$ cat src/rtl/issue_rat_fgr_ctrl.sv
// Checkpoint (FGR) tag controller for the rename map: in-order tag allocation, in-order commit, abandon on mispredict.
// Optional ISSUE_RAT_FGR_CTRL_ABANDON_WALK_EN: abandon pulses every discarded tag, youngest first, one per RECOVER cycle.
module issue_rat_fgr_ctrl #(
    parameter int FGR_MAX        = 7,
    parameter int ABANDON_CYCLES = 2
) (
    input  logic       clk,
    input  logic       reset,
    input  logic       i_alloc_valid,
    output logic       o_alloc_ready,
    output logic [2:0] o_alloc_fgr,
    output logic [2:0] o_cur_fgr,
    output logic       o_cur_speculative,
    input  logic       i_resolve_valid,
    input  logic [2:0] i_resolve_fgr,
    input  logic       i_resolve_mispredict,
    output logic       o_commit_valid,
    output logic [2:0] o_commit_fgr,
    output logic       o_abandon_valid,
    output logic [2:0] o_abandon_fgr,
    output logic       o_busy
);

    typedef enum logic {IDLE, RECOVER} state_t;

    state_t     state, state_next;
    logic [2:0] head, tail;
    logic [3:0] count;
    logic [7:0] resolved, resolved_next;
    logic [3:0] rec_cnt, rec_next;
    logic       abandon_valid_q;
    logic [2:0] abandon_fgr_q;

    logic [2:0] res_dist;
    logic [3:0] discard_cnt;
    logic       res_hit, mispredict_fire, correct_fire;
    logic       commit_fire, alloc_fire;

    // A resolution only counts when its tag lies inside the head..tail window.
    assign res_dist        = i_resolve_fgr - head;
    assign discard_cnt     = count - {1'b0, res_dist};
    assign res_hit         = i_resolve_valid && (state == IDLE) && ({1'b0, res_dist} < count);
    assign mispredict_fire = res_hit && i_resolve_mispredict;
    assign correct_fire    = res_hit && !i_resolve_mispredict;

    assign o_alloc_ready = (state == IDLE) && (count < 4'(FGR_MAX))
                           && !(i_resolve_valid && i_resolve_mispredict);
    assign alloc_fire    = i_alloc_valid && o_alloc_ready;

    // A mispredict on the head itself discards it, so it must not also commit.
    assign commit_fire = (state == IDLE) && (count != 4'd0) && resolved[head]
                         && !(mispredict_fire && (i_resolve_fgr == head));

    assign o_commit_valid    = commit_fire;
    assign o_commit_fgr      = head;
    assign o_alloc_fgr       = tail;
    assign o_cur_fgr         = tail - 3'd1;
    assign o_cur_speculative = (count != 4'd0);
    assign o_abandon_valid   = abandon_valid_q;
    assign o_abandon_fgr     = abandon_fgr_q;
    assign o_busy            = (state == RECOVER);

    always_comb begin
        state_next = state;
        rec_next   = rec_cnt;
        case (state)
            IDLE: begin
                if (mispredict_fire) begin
                    state_next = RECOVER;
`ifdef ISSUE_RAT_FGR_CTRL_ABANDON_WALK_EN
                    rec_next   = discard_cnt - 4'd1;
`else
                    rec_next   = 4'(ABANDON_CYCLES - 1);
`endif
                end
            end
            RECOVER: begin
                if (rec_cnt == 4'd0) state_next = IDLE;
                else                 rec_next   = rec_cnt - 4'd1;
            end
            default: state_next = IDLE;
        endcase
    end

    // Later writes win: alloc/commit clears override a same-cycle resolve.
    always_comb begin
        resolved_next = resolved;
        if (correct_fire) resolved_next[i_resolve_fgr] = 1'b1;
        if (alloc_fire)   resolved_next[tail] = 1'b0;
        if (commit_fire)  resolved_next[head] = 1'b0;
        if (mispredict_fire) begin
            for (int i = 0; i < 8; i++) begin
                if ({1'b0, 3'(i) - i_resolve_fgr} < discard_cnt) resolved_next[i] = 1'b0;
            end
        end
    end

    always_ff @(posedge clk or negedge reset) begin
        if (!reset) begin
            state    <= IDLE;
            rec_cnt  <= 4'd0;
            resolved <= 8'd0;
            head     <= 3'd0;
            tail     <= 3'd0;
            count    <= 4'd0;
        end else begin
            state    <= state_next;
            rec_cnt  <= rec_next;
            resolved <= resolved_next;
            head     <= head + {2'b0, commit_fire};
            if (mispredict_fire) begin
                tail  <= i_resolve_fgr;
                count <= {1'b0, res_dist} - {3'b0, commit_fire};
            end else begin
                tail  <= tail + {2'b0, alloc_fire};
                count <= count + {3'b0, alloc_fire} - {3'b0, commit_fire};
            end
        end
    end

    // Abandon pulse is registered so it lands one cycle after the mispredict edge.
    always_ff @(posedge clk or negedge reset) begin
        if (!reset) begin
            abandon_valid_q <= 1'b0;
            abandon_fgr_q   <= 3'd0;
        end else begin
`ifdef ISSUE_RAT_FGR_CTRL_ABANDON_WALK_EN
            if (mispredict_fire) begin
                abandon_valid_q <= 1'b1;
                abandon_fgr_q   <= tail - 3'd1;
            end else if (state == RECOVER) begin
                if (rec_cnt == 4'd0) abandon_valid_q <= 1'b0;
                else                 abandon_fgr_q   <= abandon_fgr_q - 3'd1;
            end
`else
            abandon_valid_q <= mispredict_fire;
            if (mispredict_fire) abandon_fgr_q <= i_resolve_fgr;
`endif
        end
    end

endmodule

$ cat config.mk
export PLATFORM = sky130hd
export DESIGN_NAME = issue_rat_fgr_ctrl
export DESIGN_NICKNAME = d
export VERILOG_FILES = /design/src/rtl/issue_rat_fgr_ctrl.sv
export SDC_FILE = /design/constraint.sdc
export NUM_CORES = 1
export LEC_CHECK = 0
export BUFFER_PORTS_ARGS = -buffer_cell sky130_fd_sc_hd__clkbuf_2
export CORE_MARGIN = 4
export CORE_UTILIZATION = 60
export CTS_BUF_LIST = sky130_fd_sc_hd__clkbuf_4 sky130_fd_sc_hd__clkbuf_8
export CTS_CLUSTER_DIAMETER = 30
export DETAILED_ROUTE_END_ITERATION = 12
export GPL_TIMING_DRIVEN = 0
export HOLD_SLACK_MARGIN = 0.03
export PLACE_DENSITY_LB_ADDON = 0.25
export SLEW_MARGIN = 20
export SYNTH_ARGS = -nofsm -noshare
export SYNTH_HDL_FRONTEND = slang
export SYNTH_SLANG_ARGS = --single-unit
$ cat constraint.sdc
create_clock -name clk -period 5.37 [get_ports clk]
set_input_delay 0 -clock clk [delete_from_list [all_inputs] [get_ports clk]]
set_output_delay 0 -clock clk [all_outputs]
set_load 0.1 [all_outputs]
==> metrics.md, run 1 <==
| Metric | Value |
|---|---|
| CP top delay family | adder cells |
| Crit-path most repeated cell | inv_1 |
| Post-synth EDFFs | 0 |
| Buf/Inv on CP | 6 |
| Die height | between 60 and 70 um |
| Drt pass-1 iters | 4 |
| Outcome | complete, no violations |
| CP max stage cell | a2111o_1 |
| Global Route Usage Sum | 23.6% |
| Drt drc | 0 |
| Ant. Diodes | 0 |
| Fillcell total | approximately 300 |
| CP cell instances | clkbuf_1 > inv_1 > fa_1 > xnor2_1 > inv_1 > ha_1 > and4b_4 > a2111o_1 > clkbuf_1 > nor3_1 > nor2_4 > ha_1 > inv_1 > ha_1 > inv_1 > fa_1 > xnor2_1 > nor2_1 > a21oi_1 |
| Worst skew pair latency | between 0.2 and 0.3 ns |
| Syn Std Cell Area | roughly 2300 sq um |
| Root buffer cell | clkbuf_8 |
| Met3 Use GR | 3.04% |
| Count of cell types in the netlist | between 40 and 50 |
| Clock Path Buffers | 2 |
| First-pass GRT wire length | roughly 9000 um |
| Share of cells above drive strength 1 | approximately 15% |
| CP max stage delay | between 0.5 and 0.6 ns |
| Die Area | ~4800 sq um |
| Main synth FF type | dfrtp_1 |
| Detailed placement HPWL | 4350 um |
| Unrepaired setup endpoints after global routing | false |
| Pin count of the biggest net entering global routing | 28 |
| Met2 Track Usage GR | around two fifths |
| Crit Path Class | reg -> reg |
| Crit Path Max Fanout | 10 |
| Worst Hold Class | in -> reg |
| Worst Skew | between 0.009 and 0.01 ns |
| Final Util | 68.9% |
| Pins over their slew limit | 0 |
| Grt peak-use layer | met2 |
| Routed wire per std cell | approximately 17 um |
| Fin nets | roughly 320 |
| Post-cts sizing count | 0 |
| Area growth syn-to-layout | 11.0% |
| Storage cell area | between 600 and 700 sq um |
| Routed WL | between 5000 and 6000 um |
| Die width | between 60 and 70 um |
| Arrival @ worst endpoint | ~5.2 ns |
| # rows | 22 |
| TritonCTS Buffers | 3 |
| Average instance area after synthesis | 9.28 sq um |
| WP data required | between 5 and 6 ns |
| Syn. warnings | 0 |
| FMAX | roughly 200 MHz |
| Top Ports | 25 |
| Finish-stage setup viols | 0 |
| RD Place Congestion | around 0.92 |
| Initial antenna violation count | 0 |
| Yosys reg bits | 27 |
| Clock sink count | 27 |
| Area after DPL | about 2400 sq um |
| Core box area | 3630 sq um |
| H-tree levels | 1 |
| Final period util | 92.7% |
| TritonCTS clock tree | yes |
| Vias in the first global route | between 1,500 and 2,000 |
| Design Area, Final | about 2500 sq um |
| Grt ovf | 0 |
| Iteration-0 DRC Markers | ~140 |
| Post-layout minimum cycle time | about 5 ns |
| Max_cap viols | 0 |
| Cells after Synth | around 240 |
| Hold Violations, Final | 0 |
| Antenna viol nets, final | 0 |
| Met1 Use GR | 32.4% |
| Area of the multi-input gates | between 1000 and 1500 sq um |
| Syn nets | 292 |
| Setup TNS | 0 ns |
| IO buf count | 24 |
| Sequential fraction of the synthesis area | around 30% |
| Worst-margin pin slew | between 0.6 and 0.7 ns |
| Max_slew headroom | between 50 and 60% |
| Post-DR vias/cell | a little under 6 |
| Starting density of the core | 62.1% |
| CP endpoint kind | flip-flop |
| Async SR Flop Fraction | 100% |
| Vias | ~1,900 |
| Startpoint types | flip-flop |
| Clock-pin slew on the worst setup and hold paths | 0.10 ns |
path summary, 6_finish.rpt:
kind	from	to	slack [ns]	cells after the start
hold / removal	i_resolve_fgr[0]	o_alloc_fgr[0]	0.07	3
max in group asynchronous	reset	resolved[7]	4.68	2
hold reg to reg	o_abandon_fgr[2]	o_abandon_fgr[2]	0.51	2
min in group asynchronous	reset	rec_cnt[1]	0.26	2
setup reg to reg	o_commit_fgr[1]	count[2]	0.39	19
setup / recovery	o_commit_fgr[1]	count[2]	0.39	19
layer usage:
layer	routed length (um)	vias to the layer above
li1	-	908
met1	2480	891
met2	2530	57
met3	307	9
met4	67	0
met5	0	-
registers in the layout (all words and copies together), names as in the netlist:
name and cells:
o_busy 1, o_abandon_fgr 3, count 4, o_commit_fgr 3
rec_cnt 4, o_alloc_fgr 3, resolved 8, o_abandon_valid 1
area by class of cell:
cell class	instances	share of cell area [%]
multi-input cells	180	57.9
flip-flops and latches	27	27.0
repair buffers	25	5.20
inverters	32	4.85
well taps	48	2.40
clock buffers	3	1.65
plain buffers	4	0.650
clock inverters	1	0.350
stage by stage:
step / hold WS, ns / setup slack (ns) / cells
3_3_place_gp: 0.0568 / 0.541 / 315
3_5_place_dp: 0.0600 / 0.381 / 315
6_report: 0.0690 / 0.391 / 320
5_1_grt: 0.0872 / 0.00853 / 320
2_1_floorplan: -0.296 / 0.180 / 243
4_1_cts: 0.0709 / 0.360 / 320
what timing repair did:
action / 4_1_cts / 5_1_grt
setup buffers: 0 / 0
hold endpoints to repair: 27 / 0
hold buffers: 1 / 0
kinds of logic after synthesis:
family	synth area share, %
flops	30.0
compound gates	17.1
mux	2.39
fa+ha+maj	23.8
xor+xnor	5.05
simple gates	15.6
buf+inv	6.10
cells in the final DEF (no fill, tap or decap), types with 6 or more instances in the layout:
cell      instances
clkbuf_2         24
ha_1             38
xnor2_1           7
nor2_1           15
dfrtp_1          27
nor3_1            9
inv_1            31
nand2_1          18
a21o_1           10
a21oi_1          19
xor2_1            6
worst min-delay path, cell delays in order:
cell and delay [ns]:
clkbuf_2 0.15, nand2_1 0.12, nand2_1 0.06
cell usage after synthesis, drive strengths merged, types with 2 or more instances:
library cell,instances,area [sq um]
fa,3,60.1
a31oi,3,18.8
nor2,16,60.1
ha,38,475
dfrtp,27,676
nand2b,5,31.3
inv,31,116
nor4,3,31.3
clkbuf,3,11.3
xor2,6,52.6
o21ai,3,15.0
a31o,4,35.0
mux2i,2,20.0
o32ai,2,17.5
a211oi,3,22.5
nor2b,3,18.8
and3,2,12.5
a311oi,2,17.5
a21o,10,75.1
xnor2,7,61.3
nor3,9,45.0
o31ai,2,28.8
or2,2,12.5
a21oi,19,95.1
nand3,3,15.0
nand2,18,67.6
o21bai,2,15.0
Power of run 1 is not shown: default switching activity piles up to over one toggle a cycle in this logic, so the estimate is an artifact.
==> inputs of run 2 (changes only) <==
- CORE_ASPECT_RATIO: default -> 1.75
- REMOVE_ABC_BUFFERS: default -> 1
==> run 2 against run 1 <==
Worst setup slack gained 0.20 ns; sequential cell count is the same; die area grew 0.80%; core utilization shrank 0.66 points; register-to-register slack gained 0.20 ns; first-iteration DRC count shrank 69%; global-route usage grew 0.79 points; clock-buffer cell count is the same; fmax grew 4.1%; final cell count shrank 1.9%; clock skew shrank 0.0064 ns; non-clock buffer count shrank 4; critical endpoint unchanged.
==> metrics.md, run 2 (synthesized netlist as in run 1, its figures left out) <==
| Metric | Value |
|---|---|
| R2R setup slack | 0.59 ns (was 0.39 ns) |
| Finish-stage setup viols | 0 (unchanged) |
| Crit Path Class | reg -> reg (unchanged) |
| Top flop regs | resolved (8), count (4), rec_cnt (4) (unchanged) |
| Clock-pin slew on the worst setup and hold paths | 0.09 ns (was 0.10 ns) |
| TritonCTS Buffers | 3 (unchanged) |
| H-tree levels | 1 (unchanged) |
| Iteration-0 DRC Markers | 42 (was 135) |
| CP max stage delay | 0.69 ns (was 0.51 ns) |
| Post-DR vias/cell | 5.79 (was 5.83) |
| RD Place Congestion | 0.928 (was 0.917) |
| Fin nets | 318 (was 322) |
| Max_slew headroom | 42.1% (was 56.1%) |
| Buf/Inv on CP | 4 (was 6) |
| Clock Path Buffers | 2 (unchanged) |
| Arrival @ worst endpoint | 4.98 ns (was 5.16 ns) |
| Vias | 1,818 (was 1,865) |
| Hold Violations, Final | 0 (unchanged) |
| Post-layout minimum cycle time | 4.78 ns (was 4.98 ns) |
| Crit Path Max Fanout | 23 (was 10) |
| Clock sink count | 27 (unchanged) |
| Largest register FFs | 8 (unchanged) |
| Die width | 54.3 um (was 69.3 um) |
| Share of cells above drive strength 1 | 14.9% (was 15.4%) |
| Initial antenna violation count | 0 (unchanged) |
| Worst-margin pin slew | 0.868 ns (was 0.658 ns) |
| Drt pass-1 iters | 4 (unchanged) |
| Unrepaired setup endpoints after global routing | false (unchanged) |
| Worst hold slack | 0.0791 ns (was 0.0690 ns) |
| Antenna viol nets, final | 0 (unchanged) |
| Final Util | 68.2% (was 68.9%) |
| Crit-path most repeated cell | inv_1 (unchanged) |
| Commonest non-fill, non-tap cell in the layout | ha_1 (unchanged) |
| Pin count of the biggest net entering global routing | 28 (unchanged) |
| Starting density of the core | 62.1% (about the same) |
| Pre-CTS setup slack | 0.618 ns (was 0.381 ns) |
| Root buffer cell | clkbuf_8 (unchanged) |
| CP top delay family | adder cells (unchanged) |
| Worst skew pair latency | 0.28 ns (was 0.29 ns) |
| Worst Hold Class | in -> reg (unchanged) |
| Setup TNS | 0 ns (unchanged) |
| Die Area | 4840 sq um (was 4800 sq um) |
| Routed wire per std cell | 16.7 um (was 16.8 um) |
| Final period util | 89.1% (was 92.7%) |
| Detailed placement HPWL | 4280 um (was 4350 um) |
| Top Ports | 25 (unchanged) |
| Startpoint types | flip-flop (unchanged) |
| Max_cap viols | 0 (unchanged) |
| Core box area | 3630 sq um (about the same) |
| Area growth syn-to-layout | 9.77% (was 11.0%) |
| Grt ovf | 0 (unchanged) |
| Ant. Diodes | 0 (unchanged) |
| Die height | 89.1 um (was 69.3 um) |
| IO buf count | 24 (unchanged) |
| WP data required | 5.57 ns (was 5.55 ns) |
| First-pass GRT wire length | 8420 um (was 9250 um) |
| Most frequent cells in the layout | ha_1, inv_1, dfrtp_1 (unchanged) |
| CP max stage cell | a2111o_1 (unchanged) |
| Worst Skew | 0.00307 ns (was 0.00945 ns) |
| FMAX | 209 MHz (was 201 MHz) |
| Vias in the first global route | 1,836 (was 1,940) |
| Pins over their slew limit | 0 (unchanged) |
| Fillcell total | 312 (was 306) |
| Post-CTS Setup Bufs | 0 (unchanged) |
| Outcome | complete, no violations (unchanged) |
| Drt drc | 0 (unchanged) |
| Top reg by flops | resolved (unchanged) |
| # rows | 29 (was 22) |
| CP cell instances | inv_1 > fa_1 > xnor2_1 > inv_1 > ha_1 > and4b_4 > a2111o_1 > nor3_1 > nor2_1 > ha_1 > inv_1 > ha_1 > inv_1 > fa_1 > xnor2_1 > nor2_1 > a21oi_1 (was clkbuf_1 > inv_1 > fa_1 > xnor2_1 > inv_1 > ha_1 > and4b_4 > a2111o_1 > clkbuf_1 > nor3_1 > nor2_4 > ha_1 > inv_1 > ha_1 > inv_1 > fa_1 > xnor2_1 > nor2_1 > a21oi_1) |
| Routed WL | 5240 um (was 5380 um) |
| Final worst setup slack | 0.586 ns (was 0.391 ns) |
| CP endpoint kind | flip-flop (unchanged) |
| Global Route Usage Sum | 24.4% (was 23.6%) |
| TritonCTS clock tree | yes (unchanged) |
-- run 2: cell types whose count changed in the layout (fill, tap and decap cells not counted) --
cell,change
clkbuf_1,-3
buf_2,-1
inv_6,-1
nor2_4,-1
nor2_1,+1
clkinvlp_4,+1
-- run 2: timing repair --
action | 4_1_cts | 5_1_grt
resized for setup | 0 | 0
hold buffers | 1 | 0
hold endpoints to repair | 27 | 0
-- run 2: worst register-to-register path, stage by stage, from the launching register on --
cell and delay [ns]:
dfrtp_1 0.57, inv_1 0.24, fa_1 0.45, xnor2_1 0.31
inv_1 0.08, ha_1 0.36, and4b_4 0.28, a2111o_1 0.69
nor3_1 0.15, nor2_1 0.30, ha_1 0.29, inv_1 0.05
ha_1 0.16, inv_1 0.06, fa_1 0.38, xnor2_1 0.15
nor2_1 0.05, a21oi_1 0.15
-- run 2: final timing paths --
check,start,to,cells past startpoint
worst max register to register,o_commit_fgr[1],count[2],17
max in group asynchronous,reset,o_abandon_fgr[2],2
worst min register to register,o_abandon_fgr[1],o_abandon_fgr[1],2
worst max-delay path,o_commit_fgr[1],count[2],17
worst min-delay path,i_resolve_fgr[0],o_alloc_fgr[0],3
min in group asynchronous,reset,rec_cnt[0],2
-- run 2: per-stage QoR --
stage          cells  cell area, sq um
2_1_floorplan    239              2240
3_3_place_gp     309              2420
3_5_place_dp     309              2420
4_1_cts          314              2470
5_1_grt          314              2470
6_report         314              2470
-- run 2: final cells by class --
| class | instances | area (sq um) | area share [%] |
|---|---|---|---|
| Clock buffer | 3 | 41.3 | 1.67 |
| Clock inverter | 1 | 7.51 | 0.303 |
| Inverter | 32 | 121 | 4.90 |
| Multi-Input combinational cell | 180 | 1440 | 58.2 |
| Sequential cell | 27 | 676 | 27.3 |
| Tap cell | 46 | 57.6 | 2.33 |
| Timing Repair Buffer | 25 | 130 | 5.26 |
-- run 2: metal layers --
metal	vias to the layer above	global-route usage, %	routed length [um]
met1	873	26.0	2000
met5	-	0	0
met3	13	2.17	101
met2	29	45.9	2970
li1	903	-	-
met4	0	11.1	172
Power of run 2 is left out for the same reason.
==> inputs of run 3 (changes only) <==
- CORE_UTILIZATION: 60 -> 35
==> run 3 against run 2 <==
Via count is 0.50% lower; clock-buffer cell count stayed put; sequential cell count stayed put; fmax is 0.50% higher; critical path type unchanged; highest routed layer unchanged.
==> metrics.md, run 3 (synthesized netlist as in run 1, its figures left out) <==
| Metric | Value |
|---|---|
| Clock-pin slew on the worst setup and hold paths | 0.10 ns (was 0.09 ns) |
| Share of cells above drive strength 1 | 14.9% (unchanged) |
| Finish-stage setup viols | 0 (unchanged) |
| Final period util | 88.6% (was 89.1%) |
| IO buf count | 24 (unchanged) |
| R2R setup slack | 0.61 ns (was 0.59 ns) |
| Max_cap viols | 0 (unchanged) |
| Area growth syn-to-layout | 11.5% (was 9.77%) |
| TritonCTS clock tree | yes (unchanged) |
| TritonCTS Buffers | 3 (unchanged) |
| CP max stage cell | a2111o_1 (unchanged) |
| Max_slew headroom | 40.8% (was 42.1%) |
| Top flop regs | resolved (8), count (4), rec_cnt (4) (unchanged) |
| Unrepaired setup endpoints after global routing | false (unchanged) |
| H-tree levels | 1 (unchanged) |
| Buf/Inv on CP | 3 (was 4) |
| Routed WL | 5490 um (was 5240 um) |
| Pins over their slew limit | 0 (unchanged) |
| Worst Skew | 0.00243 ns (was 0.00307 ns) |
| Top Ports | 25 (unchanged) |
| Vias in the first global route | 1,840 (was 1,836) |
| Pre-CTS setup slack | 0.572 ns (was 0.618 ns) |
| Iteration-0 DRC Markers | 62 (was 42) |
| Most frequent cells in the layout | ha_1, inv_1, dfrtp_1 (unchanged) |
| WP data required | 5.54 ns (was 5.57 ns) |
| FF-to-FF End | count[3] (was count[2]) |
| Post-layout minimum cycle time | 4.76 ns (was 4.78 ns) |
| CP top delay family | adder cells (unchanged) |
| Clock Path Buffers | 2 (unchanged) |
| Reg-to-Reg Start | o_commit_fgr[1] (unchanged) |
| Die Area | 7840 sq um (was 4840 sq um) |
| Grt ovf | 0 (unchanged) |
| Commonest non-fill, non-tap cell in the layout | ha_1 (unchanged) |
| Drt pass-1 iters | 4 (unchanged) |
| Setup TNS | 0 ns (unchanged) |
| Die height | 114 um (was 89.1 um) |
| Post-CTS Setup Bufs | 0 (unchanged) |
| Starting density of the core | 36.2% (was 62.1%) |
| Clock sink count | 27 (unchanged) |
| CP max stage delay | 0.70 ns (was 0.69 ns) |
| Detailed placement HPWL | 4450 um (was 4280 um) |
| Top reg by flops | resolved (unchanged) |
| CP cell instances | inv_1 > fa_1 > xnor2_1 > inv_1 > ha_1 > and4b_4 > a2111o_1 > nor3_1 > nor2_1 > ha_1 > inv_1 > ha_1 > a21o_1 > a21oi_1 > xor2_1 > a32o_1 (was inv_1 > fa_1 > xnor2_1 > inv_1 > ha_1 > and4b_4 > a2111o_1 > nor3_1 > nor2_1 > ha_1 > inv_1 > ha_1 > inv_1 > fa_1 > xnor2_1 > nor2_1 > a21oi_1) |
| CP endpoint kind | flip-flop (unchanged) |
| First-pass GRT wire length | 9000 um (was 8420 um) |
| Post-DR vias/cell | 5.20 (was 5.79) |
| Drt drc | 0 (unchanged) |
| Die width | 68.7 um (was 54.3 um) |
| RD Place Congestion | 0.885 (was 0.928) |
| Area after DPL | 2460 sq um (was 2420 sq um) |
| Ant. Diodes | 0 (unchanged) |
| Crit path from | o_commit_fgr[1] (unchanged) |
| Vias | 1,809 (was 1,818) |
| Outcome | complete, no violations (unchanged) |
| Final worst setup slack | 0.610 ns (was 0.586 ns) |
| Global Route Usage Sum | 15.3% (was 24.4%) |
| Worst-margin pin slew | 0.888 ns (was 0.868 ns) |
| # rows | 38 (was 29) |
| Fin nets | 318 (unchanged) |
| Crit path to | count[3] (was count[2]) |
| Startpoint types | flip-flop (unchanged) |
| Arrival @ worst endpoint | 4.93 ns (was 4.98 ns) |
| Crit Path Class | reg -> reg (unchanged) |
| Worst Reg-to-Reg Cells | 16 (was 17) |
| Root buffer cell | clkbuf_8 (unchanged) |
| Design Area, Final | 2510 sq um (was 2470 sq um) |
| Routed wire per std cell | 15.8 um (was 16.7 um) |
| Crit Path Max Fanout | 23 (unchanged) |
| Antenna viol nets, final | 0 (unchanged) |
| Critical path depth | 16 (was 17) |
| Pin count of the biggest net entering global routing | 28 (unchanged) |
| Worst Hold Class | in -> reg (unchanged) |
| Initial antenna violation count | 0 (unchanged) |
| Core box area | 6230 sq um (was 3630 sq um) |
| Hold Violations, Final | 0 (unchanged) |
| Worst skew pair latency | 0.28 ns (about the same) |
| Largest register FFs | 8 (unchanged) |
| FMAX | 210 MHz (was 209 MHz) |
==> run 3: cell types whose count changed in the layout (fill, tap and decap cells not counted), sizes merged <==
| cell | before | now |
|---|---|---|
| clkinv | 1 | 2 |
| clkinvlp | 1 | 0 |
==> run 3: how the worst min path moves through the flow <==
stage	startpoint	end	slack, ns	cells past startpoint
2_1_floorplan	reset	count[0]	-0.30	0
3_3_place_gp	reset	count[1]	0.07	1
3_5_place_dp	reset	count[1]	0.08	1
4_1_cts	i_resolve_fgr[0]	o_alloc_fgr[0]	0.06	3
5_1_grt	i_resolve_fgr[0]	o_alloc_fgr[0]	0.08	3
6_report	i_resolve_fgr[0]	o_alloc_fgr[0]	0.06	3
==> run 3: metal layers <==
metal	vias to the layer above	global-route usage, %	part of all wire (%)
li1	896	-	-
met1	883	17.6	40
met2	23	28.4	57
met3	7	1.28	2.0
met4	0	4.52	1.6
met5	-	0	0
==> run 3: worst register-to-register path: stages, from the launching register on <==
cell      delay [ns]
dfrtp_1         0.57
inv_1           0.24
fa_1            0.45
xnor2_1         0.32
inv_1           0.08
ha_1            0.36
and4b_4         0.28
a2111o_1        0.70
nor3_1          0.14
nor2_1          0.31
ha_1            0.26
inv_1           0.06
ha_1            0.26
a21o_1          0.16
a21oi_1         0.17
xor2_1          0.08
a32o_1          0.21
==> run 3: cell type report <==
cell class	count	area [sq um]
Clock buffer	3	41.3
Timing Repair Buffer	25	130
Tap cell	80	100
Inverter	32	121
Fill cell	667	3710
Multi-Input combinational cell	180	1440
Sequential cell	27	676
Clock inverter	1	5.00
==> run 3: what timing repair did <==
item                                   4_1_cts  5_1_grt
resized for setup                            0        0
endpoints found under the hold margin       27        0
hold buffers                                 1        0
==> run 3: per-stage QoR <==
stage	util, %	hold WS [ns]	cells
final	40.4	0.0573	348
after detailed placement	39.5	0.0775	343
after floorplan	-	-0.296	239
after global placement	39.5	0.0714	343
after CTS	40.4	0.0600	348
after global routing	40.4	0.0763	348
Power of run 3 is left out for the same reason.
